### src/rtl/tx_pkg.sv
// Shared types and line-level constants for the serial transmit stage.
package tx_pkg;

  typedef enum logic [2:0] {
    IDLE,
    LOAD,
    START,
    DATA,
    STOP
  } tx_state_t;

  localparam int unsigned DATA_BITS = 8;
  localparam logic        START_LVL = 1'b0;
  localparam logic        STOP_LVL  = 1'b1;

endpackage

### src/rtl/bit_timer.sv
// Clearable flex counter used as the serial bit-period timer.
// Counts 1..rollover_val, rolling back to 1; clear forces 0.
module bit_timer #(
  parameter int unsigned CNT_WIDTH = 10
) (
  input  logic                 clk,
  input  logic                 n_rst,
  input  logic                 clear,
  input  logic                 count_enable,
  input  logic [CNT_WIDTH-1:0] rollover_val,
  output logic [CNT_WIDTH-1:0] count_out,
  output logic                 rollover_flag
);

  logic [CNT_WIDTH-1:0] count_q, count_d;

  always_ff @(posedge clk or negedge n_rst) begin
    if (!n_rst) begin
      count_q <= '0;
    end else begin
      count_q <= count_d;
    end
  end

  always_comb begin
    count_d = count_q;
    if (clear) begin
      count_d = '0;
    end else if (count_enable) begin
      if (count_q == rollover_val) begin
        count_d = CNT_WIDTH'(1);
      end else begin
        count_d = count_q + CNT_WIDTH'(1);
      end
    end
  end

  // Flags the cycle whose edge brings the count to rollover_val, i.e. the last cycle of a period.
  assign rollover_flag = count_enable && (count_q == (rollover_val - CNT_WIDTH'(1)));
  assign count_out     = count_q;

endmodule

### src/rtl/tx_serializer.sv
// Async serial transmitter: pops bytes from a FWFT FIFO and sends start, 8 data bits LSB
// first, and stop, each CLKS_PER_BIT clocks long.
module tx_serializer
  import tx_pkg::*;
#(
  parameter int unsigned CLKS_PER_BIT = 10
) (
  input  logic       clk,
  input  logic       n_rst,
  input  logic       fifo_empty,
  input  logic [7:0] read_data,
  output logic       read_enable,
  output logic       tx_out,
  output logic       tx_busy
);

  localparam int unsigned     CNT_WIDTH = $clog2(CLKS_PER_BIT + 1);
  localparam logic [2:0]      LAST_BIT  = 3'(DATA_BITS - 1);
  localparam logic [CNT_WIDTH-1:0] BIT_LEN = CNT_WIDTH'(CLKS_PER_BIT);

  tx_state_t            state_q, state_d;
  logic [7:0]           shift_q, shift_d;
  logic [2:0]           bit_idx_q, bit_idx_d;
  logic                 timer_clear;
  logic                 timer_en;
  logic                 bit_done;
  logic [CNT_WIDTH-1:0] bit_count;
  logic                 unused_count;

  bit_timer #(
    .CNT_WIDTH (CNT_WIDTH)
  ) u_bit_timer (
    .clk           (clk),
    .n_rst         (n_rst),
    .clear         (timer_clear),
    .count_enable  (timer_en),
    .rollover_val  (BIT_LEN),
    .count_out     (bit_count),
    .rollover_flag (bit_done)
  );

  assign unused_count = ^bit_count;

  always_ff @(posedge clk or negedge n_rst) begin
    if (!n_rst) begin
      state_q   <= IDLE;
      shift_q   <= 8'h00;
      bit_idx_q <= 3'd0;
    end else begin
      state_q   <= state_d;
      shift_q   <= shift_d;
      bit_idx_q <= bit_idx_d;
    end
  end

  always_comb begin
    state_d   = state_q;
    shift_d   = shift_q;
    bit_idx_d = bit_idx_q;
    unique case (state_q)
      IDLE: begin
        if (!fifo_empty) state_d = LOAD;
      end
      LOAD: begin
        shift_d = read_data;
        state_d = START;
      end
      START: begin
        if (bit_done) begin
          state_d   = DATA;
          bit_idx_d = 3'd0;
        end
      end
      DATA: begin
        if (bit_done) begin
          shift_d = {1'b0, shift_q[7:1]};
          if (bit_idx_q == LAST_BIT) begin
            state_d = STOP;
          end else begin
            bit_idx_d = bit_idx_q + 3'd1;
          end
        end
      end
      STOP: begin
        if (bit_done) state_d = fifo_empty ? IDLE : LOAD;
      end
      default: state_d = IDLE;
    endcase
  end

  // Timer restarts on every state change; DATA relies on its rollover between bits.
  assign timer_clear = (state_d != state_q);
  assign timer_en    = (state_q == START) || (state_q == DATA) || (state_q == STOP);

  always_comb begin
    tx_out = STOP_LVL;
    unique case (state_q)
      START:   tx_out = START_LVL;
      DATA:    tx_out = shift_q[0];
      default: tx_out = STOP_LVL;
    endcase
  end

  assign read_enable = (state_q == LOAD);
  assign tx_busy     = (state_q != IDLE);

endmodule

### config.mk
export PLATFORM = sky130hd
export DESIGN_NAME = tx_serializer
export DESIGN_NICKNAME = d
export VERILOG_FILES = /design/src/rtl/tx_pkg.sv /design/src/rtl/bit_timer.sv /design/src/rtl/tx_serializer.sv
export SDC_FILE = /design/constraint.sdc
export NUM_CORES = 1
export LEC_CHECK = 0
export ABC_AREA = 1
export CAP_MARGIN = 5
export CORE_MARGIN = 2
export CORE_UTILIZATION = 53
export CTS_CLUSTER_DIAMETER = 100
export DETAILED_ROUTE_END_ITERATION = 6
export HOLD_SLACK_MARGIN = 0.1
export PLACE_DENSITY_LB_ADDON = 0.15
export SKIP_CTS_REPAIR_TIMING = 1
export SLEW_MARGIN = 20
export SYNTH_ARGS = -nofsm -noshare
export SYNTH_HDL_FRONTEND = slang
export SYNTH_SLANG_ARGS = --single-unit
### constraint.sdc
create_clock -name clk -period 1.6 [get_ports clk]
set_input_delay 0.32 -clock clk [delete_from_list [all_inputs] [get_ports clk]]
set_output_delay 0.32 -clock clk [all_outputs]
set_load 0.05 [all_outputs]
==> results of run 1 <==
## layout by cell type, fill, tap and decap left out, drive strengths merged, types with 2 or more instances in the layout
cell,n
a21oi,5
buf,16
clkbuf,4
clkdlybuf4s50,10
dfrtp,18
ha,2
inv,22
nand2,33
nand3,6
nor2,11
nor3,2
o211ai,7
o21ai,14
## cell families (layout without fill, tap and decap cells)
| logic type | Yosys count | after routing | synth area share |
|---|---|---|---|
| flip-flops | 18 | 18 | 0.417 |
| adder cells (fa/ha/maj) | 2 | 2 | 0.0231 |
| XOR/XNOR | 1 | 1 | 0.00810 |
| AO/OA/AOI/OAI | 29 | 29 | 0.192 |
| AND/OR/NAND/NOR | 53 | 53 | 0.263 |
| buffers and inverters | 24 | 52 | 0.0972 |
## layout make-up
cell class	count	area (µm²)	area share
repair buffers	26	274	0.191
clock buffers	4	36.3	0.0253
multi-input cells	85	544	0.380
inverters	22	90.1	0.0629
well taps	27	33.8	0.0236
flip-flops and latches	18	453	0.316
## power breakdown
group / internal [W] / switching, W
Sequential: 0.000614 / 0.000114
Clock: 0.000139 / 0.000148
Combinational: 0.000685 / 0.000864
## cell usage after synthesis
| cell type | n | share of area |
|---|---|---|
| nand2_1 | 27 | 0.094 |
| dfrtp_1 | 18 | 0.42 |
| inv_1 | 18 | 0.062 |
| o21ai_0 | 11 | 0.051 |
| nor2_1 | 9 | 0.031 |
| o211ai_1 | 5 | 0.035 |
| inv_2 | 4 | 0.014 |
| nand2_2 | 4 | 0.023 |
| nand3_1 | 4 | 0.019 |
| a21oi_1 | 3 | 0.014 |
| a21oi_2 | 2 | 0.016 |
| buf_6 | 2 | 0.021 |
| ha_1 | 2 | 0.023 |
| nand2_4 | 2 | 0.021 |
| o211ai_2 | 2 | 0.023 |
| o21ai_2 | 2 | 0.016 |
| a21boi_4 | 1 | 0.017 |
| nand3_2 | 1 | 0.0093 |
| nand3_4 | 1 | 0.016 |
| nand4_1 | 1 | 0.0058 |
| nor2_2 | 1 | 0.0058 |
| nor2_8 | 1 | 0.019 |
| nor3_1 | 1 | 0.0046 |
| nor3_4 | 1 | 0.015 |
| o2111ai_1 | 1 | 0.0081 |
| o21a_1 | 1 | 0.0069 |
| o21ai_1 | 1 | 0.0046 |
| xnor2_1 | 1 | 0.0081 |
## sequential cells by signal, summed over array words and instances, names as in the netlist
signal	cells
shift_q	8
u_bit_timer.count_out	4
bit_idx_q	3
state_q	3
## metal layers
layer  track usage  vias to the layer above  routed length [µm]
met1         0.271                      428                1060
li1              -                      467                   -
met4        0.0714                        0                   0
met5             0                        -                   0
met2         0.320                       22                1140
met3        0.0368                        0                  76
## worst max-delay path by stage
stage	from	end	slack [ns]	depth (start not counted)
2_1_floorplan	state_q[1]$_DFF_PN0_	u_bit_timer.count_out[2]$_DFFE_PN0P_	0.08	8
3_3_place_gp	bit_idx_q[0]$_DFFE_PN0P_	u_bit_timer.count_out[0]$_DFFE_PN0P_	0.16	9
3_5_place_dp	state_q[1]$_DFF_PN0_	u_bit_timer.count_out[3]$_DFFE_PN0P_	0.10	9
4_1_cts	state_q[0]$_DFF_PN0_	read_enable	-0.15	5
5_1_grt	state_q[0]$_DFF_PN0_	read_enable	-0.05	5
6_report	state_q[0]$_DFF_PN0_	read_enable	0.002	5
## per-stage QoR
stage                     std cells  setup slack [ns]  hold WS (ns)  power (W)
after floorplan                 127            0.0839        0.0244    0.00163
after global placement          168             0.160         0.472    0.00200
after detailed placement        168             0.105         0.493    0.00203
after CTS                       172            -0.153         0.336    0.00232
after global routing            182           -0.0505         0.383    0.00275
final                           182           0.00204         0.334    0.00256
==> flow_metrics.tcl, run 1 <==
set metrics [dict create \
    nets 169 \
    slew_violations 0 \
    cellLeakagePower_nw 0.678 \
    grtUsageTotal 0.200 \
    wire_per_inst_um 12.5 \
    n_fill_cell 147 \
    io_buffers 13 \
    path_buf_inv 3 \
    area_growth_pct 32.4 \
    syn_nets 140 \
    num_antenna_cells 0 \
    antenna_found_initial 0 \
    finalSetupViolCount 0 \
    hold_violations 0 \
    max_freq_mhz 626 \
    end_kind "output pin" \
    slew_headroom 0.782 \
    grt_pass1_vias 875 \
    drc 0 \
    core_um2 1940 \
    die_w_um 49.2 \
    ctsRootBufferMaster "clkbuf_4" \
    first_pass_iters 4 \
    die_y_um 49.2 \
    outcome "finished, final reports clean" \
    maxCapViolCount 0 \
    crit_required_ns 1.28 \
    ant_nets 0 \
    worstMarginPinSlew_ns 0.327 \
    fin_crit_ns 1.60 \
    critPathMaxStageDelay_ns 0.46 \
    reg2reg_slack_ns 0.12 \
    wl_mm 2.28 \
    cts.sink_count 18 \
    insertion_delay_ns 0.30 \
    final_cell_area_um2 1430 \
    dieArea_um2 2420 \
    rows 16 \
    reg2reg_to "shift_q[3]$_DFFE_PN0P_" \
    ys_ff_latch 18 \
    synth_area_per_cell_um2 8.51 \
    r2r-start "state_q[1]$_DFF_PN0_" \
    htreeDepth 1 \
    initial_utilization 0.557 \
    netlist_area_um2 1080 \
    numCtsBuffers 3 \
    worstPathCellList "inv_4, nor2_4, nand2_2, inv_2, buf_12" \
    seq_area_frac_synth 0.417 \
    finalCritPeriodShare 0.999 \
    synth_cell_types 28 \
    post_dp_cell_area_um2 1290 \
    via_count 917 \
    final_layout_size_suffix_gt1_frac 0.323 \
    vdd_drop_max_mv 1.42 \
    gp_congestion 0.771 \
    clk_path_buf_depth 2 \
    dpl.hpwl_mm 1.54 \
    synth_cells 127 \
    critPathMaxFanout 6 \
    setup_tns_ns 0 \
    post_drt_via_cell_ratio 5.04 \
    worstSetupPathType "register to output pin" \
    power-per-cell-area_nw_per_um2 1790 \
    finalClockSkew_ns 0.00290 \
    final_util 0.737 \
    grt_max_degree 19 \
    slowest_stage "dfrtp_1" \
    cp-start-kind "register" \
    rr_worst_depth 8 \
    grt_pass1_wl_mm 3.76 \
    path_clk_slew_ns 0.11 \
    critical_path_arrival_ns 1.28 \
    min_path_type "primary input to asynchronous set/reset pin" \
    io-pin-count 14 \
    grt_overflow 0 \
    drtIter0Drc 5 \
    rsz0062_at_grt "yes" \
    ys_warn_count 0 \
    critPathTopFamily "flip-flops" \
    cts_tree "built" \
]
(Power assumes the default switching activity.)
==> inputs of run 2 (changes only) <==
- PLACE_DENSITY: default -> 0.77
- PLACE_DENSITY_LB_ADDON: 0.15 -> default
==> run 2 against run 1 <==
Effect of this change:
- the run now ends with negative setup slack left
- largest cell class unchanged
- first-iteration DRC count increased to 3.4 times the previous value
- critical path depth increased by 7
- clock power increased by 5%
- critical path type is now register to register
- core utilization is 0.26 points higher
- clock skew is 0.0023 ns higher
- global-route usage down 1.1 points
- sequential share of layout area down 0.11 points
==> flow_metrics.tcl, run 2 (synthesis gave the netlist of run 1 again) <==
set metrics [dict create \
    max_freq_mhz 616 \
    antenna_found_initial 0 \
    grt_overflow 0 \
    r2r-start "state_q[0]$_DFF_PN0_" \
    ant_nets 0 \
    busiest_layer "met2" \
    critPathMaxStageDelay_ns 0.42 \
    fin_crit_ns 1.62 \
    grt_use_met1 0.227 \
    clk_path_buf_depth 2 \
    holdWs_ns 0.320 \
    gp_congestion 0.850 \
    met2_usage 0.327 \
    cp-start-kind "register" \
    worstSetupPathType "register to register" \
    clkPwrFrac 0.115 \
    numCtsBuffers 3 \
    largest_reg_flops 8 \
    drtIter0Drc 17 \
    final_layout_size_suffix_gt1_frac 0.359 \
    nets 167 \
    final_common_cell "nand2_1" \
    grtUsageTotal 0.188 \
    via_count 973 \
    critical_path_arrival_ns 1.88 \
    io-pin-count 14 \
    area_growth_pct 32.9 \
    path_clk_slew_ns 0.11 \
    vdd_drop_max_mv 1.43 \
    first_pass_iters 4 \
    crit_required_ns 1.86 \
    rows 16 \
    end_kind "register" \
    hold_violations 0 \
    drc 0 \
    startpoint "state_q[0]$_DFF_PN0_" \
    finalClockSkew_ns 0.00515 \
    critPathMaxFanout 5 \
    slew_violations 0 \
    grt_pass1_vias 871 \
    power-per-cell-area_nw_per_um2 1820 \
    htreeDepth 1 \
    use_met3 0.0307 \
    layout_common_cells "nand2_1, dfrtp_1, inv_1, clkdlybuf4s50_1" \
    violations "negative setup slack" \
    num_antenna_cells 0 \
    min_path_type "primary input to asynchronous set/reset pin" \
    core_um2 1940 \
    outcome "complete, but fails checks" \
    dieArea_um2 2420 \
    worst_path_most_repeated_cell "nand2_2" \
    setup_slack_ns -0.0226 \
    grt_pass1_wl_mm 3.53 \
    wire_per_inst_um 13.5 \
    ctsRootBufferMaster "clkbuf_4" \
    cellLeakagePower_nw 0.670 \
    p_total_w 0.00262 \
    die_y_um 49.2 \
    finalSetupViolCount 5 \
    cts_tree "built" \
    insertion_delay_ns 0.31 \
    maxCapViolCount 0 \
    slew_headroom 0.769 \
    die_w_um 49.2 \
    rsz0062_at_grt "yes" \
    slowest_stage "dfrtp_1" \
    sw_frac_of_total 0.461 \
    finalCritPeriodShare 1.01 \
    p_int_w 0.00141 \
    top_register "shift_q" \
    io_buffers 13 \
    seq_power_share 0.272 \
    cts.sink_count 18 \
    dpl.hpwl_mm 1.52 \
    worstPathCellList "buf_4, nor2_4, nand2_2, nand2_4, nand3_2, nand2_1, nand2_1, nand2_2, nand3_2, nand2_2, nand2_4, nor2_2" \
    grt_max_degree 19 \
    setup_tns_ns -0.0684 \
    p_sw_w 0.00121 \
    post_drt_via_cell_ratio 5.41 \
    wl_mm 2.42 \
    worstMarginPinSlew_ns 0.345 \
    initial_utilization 0.557 \
    power_frac_comb 0.613 \
]
[run 2: cell types whose count changed in the layout (fill, tap and decap cells not counted), moves of 2 or more]
cell and change:
nor2_2 +3, inv_4 -3, nor2_1 -3, nand2_1 -2
inv_2 +3, nand2_2 +2, buf_4 -2
[run 2: per-layer routing]
layer,wire [µm],part of all wire,up-vias
met5,0,0,-
met4,40,0.017,0
met3,76,0.031,4
met2,1190,0.49,25
met1,1110,0.46,478
li1,-,-,466
[run 2: final cells by class]
class / instances / area (µm²)
Fill cell: 137 / 505
Sequential cell: 18 / 453
Timing Repair Buffer: 24 / 259
Clock buffer: 4 / 36.3
Multi-Input combinational cell: 85 / 572
Tap cell: 27 / 33.8
Inverter: 22 / 82.6
[run 2: path summary, 6_finish.rpt]
check                                                        to  slack [ns]  depth (start not counted)
max                        u_bit_timer.count_out[1]$_DFFE_PN0P_       -0.02                         12
min                        u_bit_timer.count_out[3]$_DFFE_PN0P_        0.32                          2
max reg2reg                u_bit_timer.count_out[1]$_DFFE_PN0P_       -0.02                         12
min reg2reg                            bit_idx_q[2]$_DFFE_PN0P_        0.51                          2
max in group asynchronous                  state_q[1]$_DFF_PN0_        1.07                          2
min in group clk                       bit_idx_q[2]$_DFFE_PN0P_        0.51                          2
[run 2: worst max-delay path: cells and delay by family, from the launching register on]
family / cells / cell delay [ns]
buffers and inverters: 1 / 0.15
and+or+nand+nor: 11 / 1.00
DFF: 1 / 0.42
[run 2: metrics by stage]
step	cell area [µm²]	setup slack [ns]	cells	util
5_1_grt	1440	-0.0750	180	0.740
4_1_cts	1320	-0.130	172	0.682
3_5_place_dp	1290	0.0766	168	0.663
3_3_place_gp	1290	0.122	168	0.663
2_1_floorplan	1080	0.0839	127	-
6_report	1440	-0.0226	180	0.740
[run 2: power groups by stage]
stage	clock [W]	sequential, W	combinational (W)
CTS	0.000299	0.000709	0.00131
global route	0.000335	0.000722	0.00173
floorplan	0	0.000697	0.000934
detailed placement	0	0.000718	0.00130
finish	0.000301	0.000713	0.00161
global placement	0	0.000711	0.00127
==> inputs of run 3 (changes only) <==
--- a/constraint.sdc
+++ b/constraint.sdc
@@ -3,2 +3,2 @@
 set_output_delay 0.32 -clock clk [all_outputs]
-set_load 0.05 [all_outputs]
+set_load 0.02 [all_outputs]
==> run 3 against run 2 <==
Effect of this change:
- hold slack improved by 0.023 ns
- critical path type is now register to output pin
- the run now ends clean
- clock skew is 0.0019 ns lower
- non-clock buffer count increased by 6
- clock power fell by 26%
- critical endpoint is now tx_busy
- flip-flop and latch count stayed put
- global-route usage grew 0.53 points
- highest routed layer unchanged
- sequential power decreased by 1%
==> flow_metrics.tcl, run 3 (synthesis gave the netlist of run 1 again) <==
set metrics [dict create \
    io_buffers 13 \
    grtUsageTotal 0.194 \
    insertion_delay_ns 0.29 \
    area_growth_pct 29.9 \
    fin_cells 185 \
    grt_max_degree 19 \
    place_inst 179 \
    clkPwrFrac 0.097 \
    gp_congestion 0.865 \
    finalCritPeriodShare 0.941 \
    cp-start-kind "register" \
    clk_path_buf_depth 2 \
    io-pin-count 14 \
    wl_mm 2.12 \
    post_dp_cell_area_um2 1340 \
    maxCapViolCount 0 \
    top_register "shift_q" \
    power_frac_comb 0.595 \
    vdd_drop_max_mv 1.14 \
    initial_utilization 0.557 \
    dieArea_um2 2420 \
    num_antenna_cells 0 \
    layout_common_cells "nand2_1, inv_1, dfrtp_1, buf_4, o21ai_0" \
    outcome "finished, final reports clean" \
    largest_reg_flops 8 \
    critical_path_arrival_ns 1.18 \
    cts_tree "built" \
    grt_pass1_wl_mm 3.61 \
    finalSetupViolCount 0 \
    critPathMaxFanout 2 \
    path_clk_slew_ns 0.10 \
    final_layout_size_suffix_gt1_frac 0.304 \
    crit_required_ns 1.28 \
    drc 0 \
    via_count 936 \
    worstMarginPinSlew_ns 0.284 \
    slew_violations 0 \
    die_y_um 49.2 \
    holdWs_ns 0.343 \
    rr_worst_depth 10 \
    rows 16 \
    final_cell_area_um2 1400 \
    wire_per_inst_um 11.5 \
    power-per-cell-area_nw_per_um2 1630 \
    post_drt_via_cell_ratio 5.06 \
    setup_tns_ns 0 \
    numCtsBuffers 3 \
    seq_power_share 0.307 \
    fin_crit_ns 1.50 \
    first_pass_iters 4 \
    max_freq_mhz 664 \
    drtIter0Drc 2 \
    nets 173 \
    dpl.hpwl_mm 1.64 \
    ant_nets 0 \
    hold_violations 0 \
    grt_pass1_vias 898 \
    core_um2 1940 \
    sw_frac_of_total 0.430 \
    grt_overflow 0 \
    worstSetupPathType "register to output pin" \
    htreeDepth 1 \
    finalClockSkew_ns 0.00329 \
    cts.sink_count 18 \
    final_common_cell "nand2_1" \
    slew_headroom 0.810 \
    reg2reg_slack_ns 0.1 \
    p_sw_w 0.000988 \
    die_w_um 49.2 \
    antenna_found_initial 0 \
    rsz0062_at_grt "yes" \
    ctsRootBufferMaster "clkbuf_4" \
    end_kind "output pin" \
    min_path_type "primary input to asynchronous set/reset pin" \
    cellLeakagePower_nw 0.693 \
    p_int_w 0.00131 \
]
## run 3: cell types whose count changed in the layout (fill, tap and decap cells not counted), sizes merged
cell    before  now
buf         14   17
clkbuf       4    6
## run 3: through the flow
step,setup slack (ns),total power (W),utilization
after floorplan,0.229,0.00154,-
final,0.0950,0.00230,0.723
after global placement,0.0112,0.00197,0.690
after CTS,-0.369,0.00224,0.702
after global routing,-0.0134,0.00247,0.723
after detailed placement,-0.0326,0.00201,0.690
## run 3: cell type report
cell class | count | area, µm²
repair buffers | 30 | 259
clock buffers | 3 | 22.5
flip-flops and latches | 18 | 452
fillers | 167 | 538
inverters | 22 | 82.6
multi-input cells | 85 | 554
well taps | 27 | 33.8
## run 3: routing by layer
layer / global-route usage / up-vias / share of wire
li1: - / 473 / -
met1: 0.231 / 447 / 0.43
met2: 0.347 / 12 / 0.53
met3: 0.0245 / 4 / 0.022
met4: 0.0810 / 0 / 0.014
met5: 0 / - / 0
## run 3: worst max-delay path, cell delays in order (launching register included)
cell      delay, ns
dfrtp_1        0.39
buf_4          0.14
nor2_4         0.11
nand2_1        0.09
clkbuf_2       0.16
## run 3: power groups by stage
stage | combinational (W) | clock (W) | sequential, W
6_report | 0.00137 | 0.000223 | 0.000706
5_1_grt | 0.00150 | 0.000242 | 0.000723
4_1_cts | 0.00132 | 0.000229 | 0.000695
3_5_place_dp | 0.00131 | 0 | 0.000705
3_3_place_gp | 0.00127 | 0 | 0.000698
2_1_floorplan | 0.000839 | 0 | 0.000697
## run 3: path summary, 6_finish.rpt
| path | startpoint | end |
|---|---|---|
| hold reg to reg | bit_idx_q[1]$_DFFE_PN0P_ | bit_idx_q[1]$_DFFE_PN0P_ |
| min in group clk | bit_idx_q[1]$_DFFE_PN0P_ | bit_idx_q[1]$_DFFE_PN0P_ |
| hold / removal | n_rst | bit_idx_q[1]$_DFFE_PN0P_ |
| max in group asynchronous | n_rst | state_q[1]$_DFF_PN0_ |
| setup reg to reg | state_q[0]$_DFF_PN0_ | u_bit_timer.count_out[0]$_DFFE_PN0P_ |
| setup / recovery | state_q[0]$_DFF_PN0_ | tx_busy |
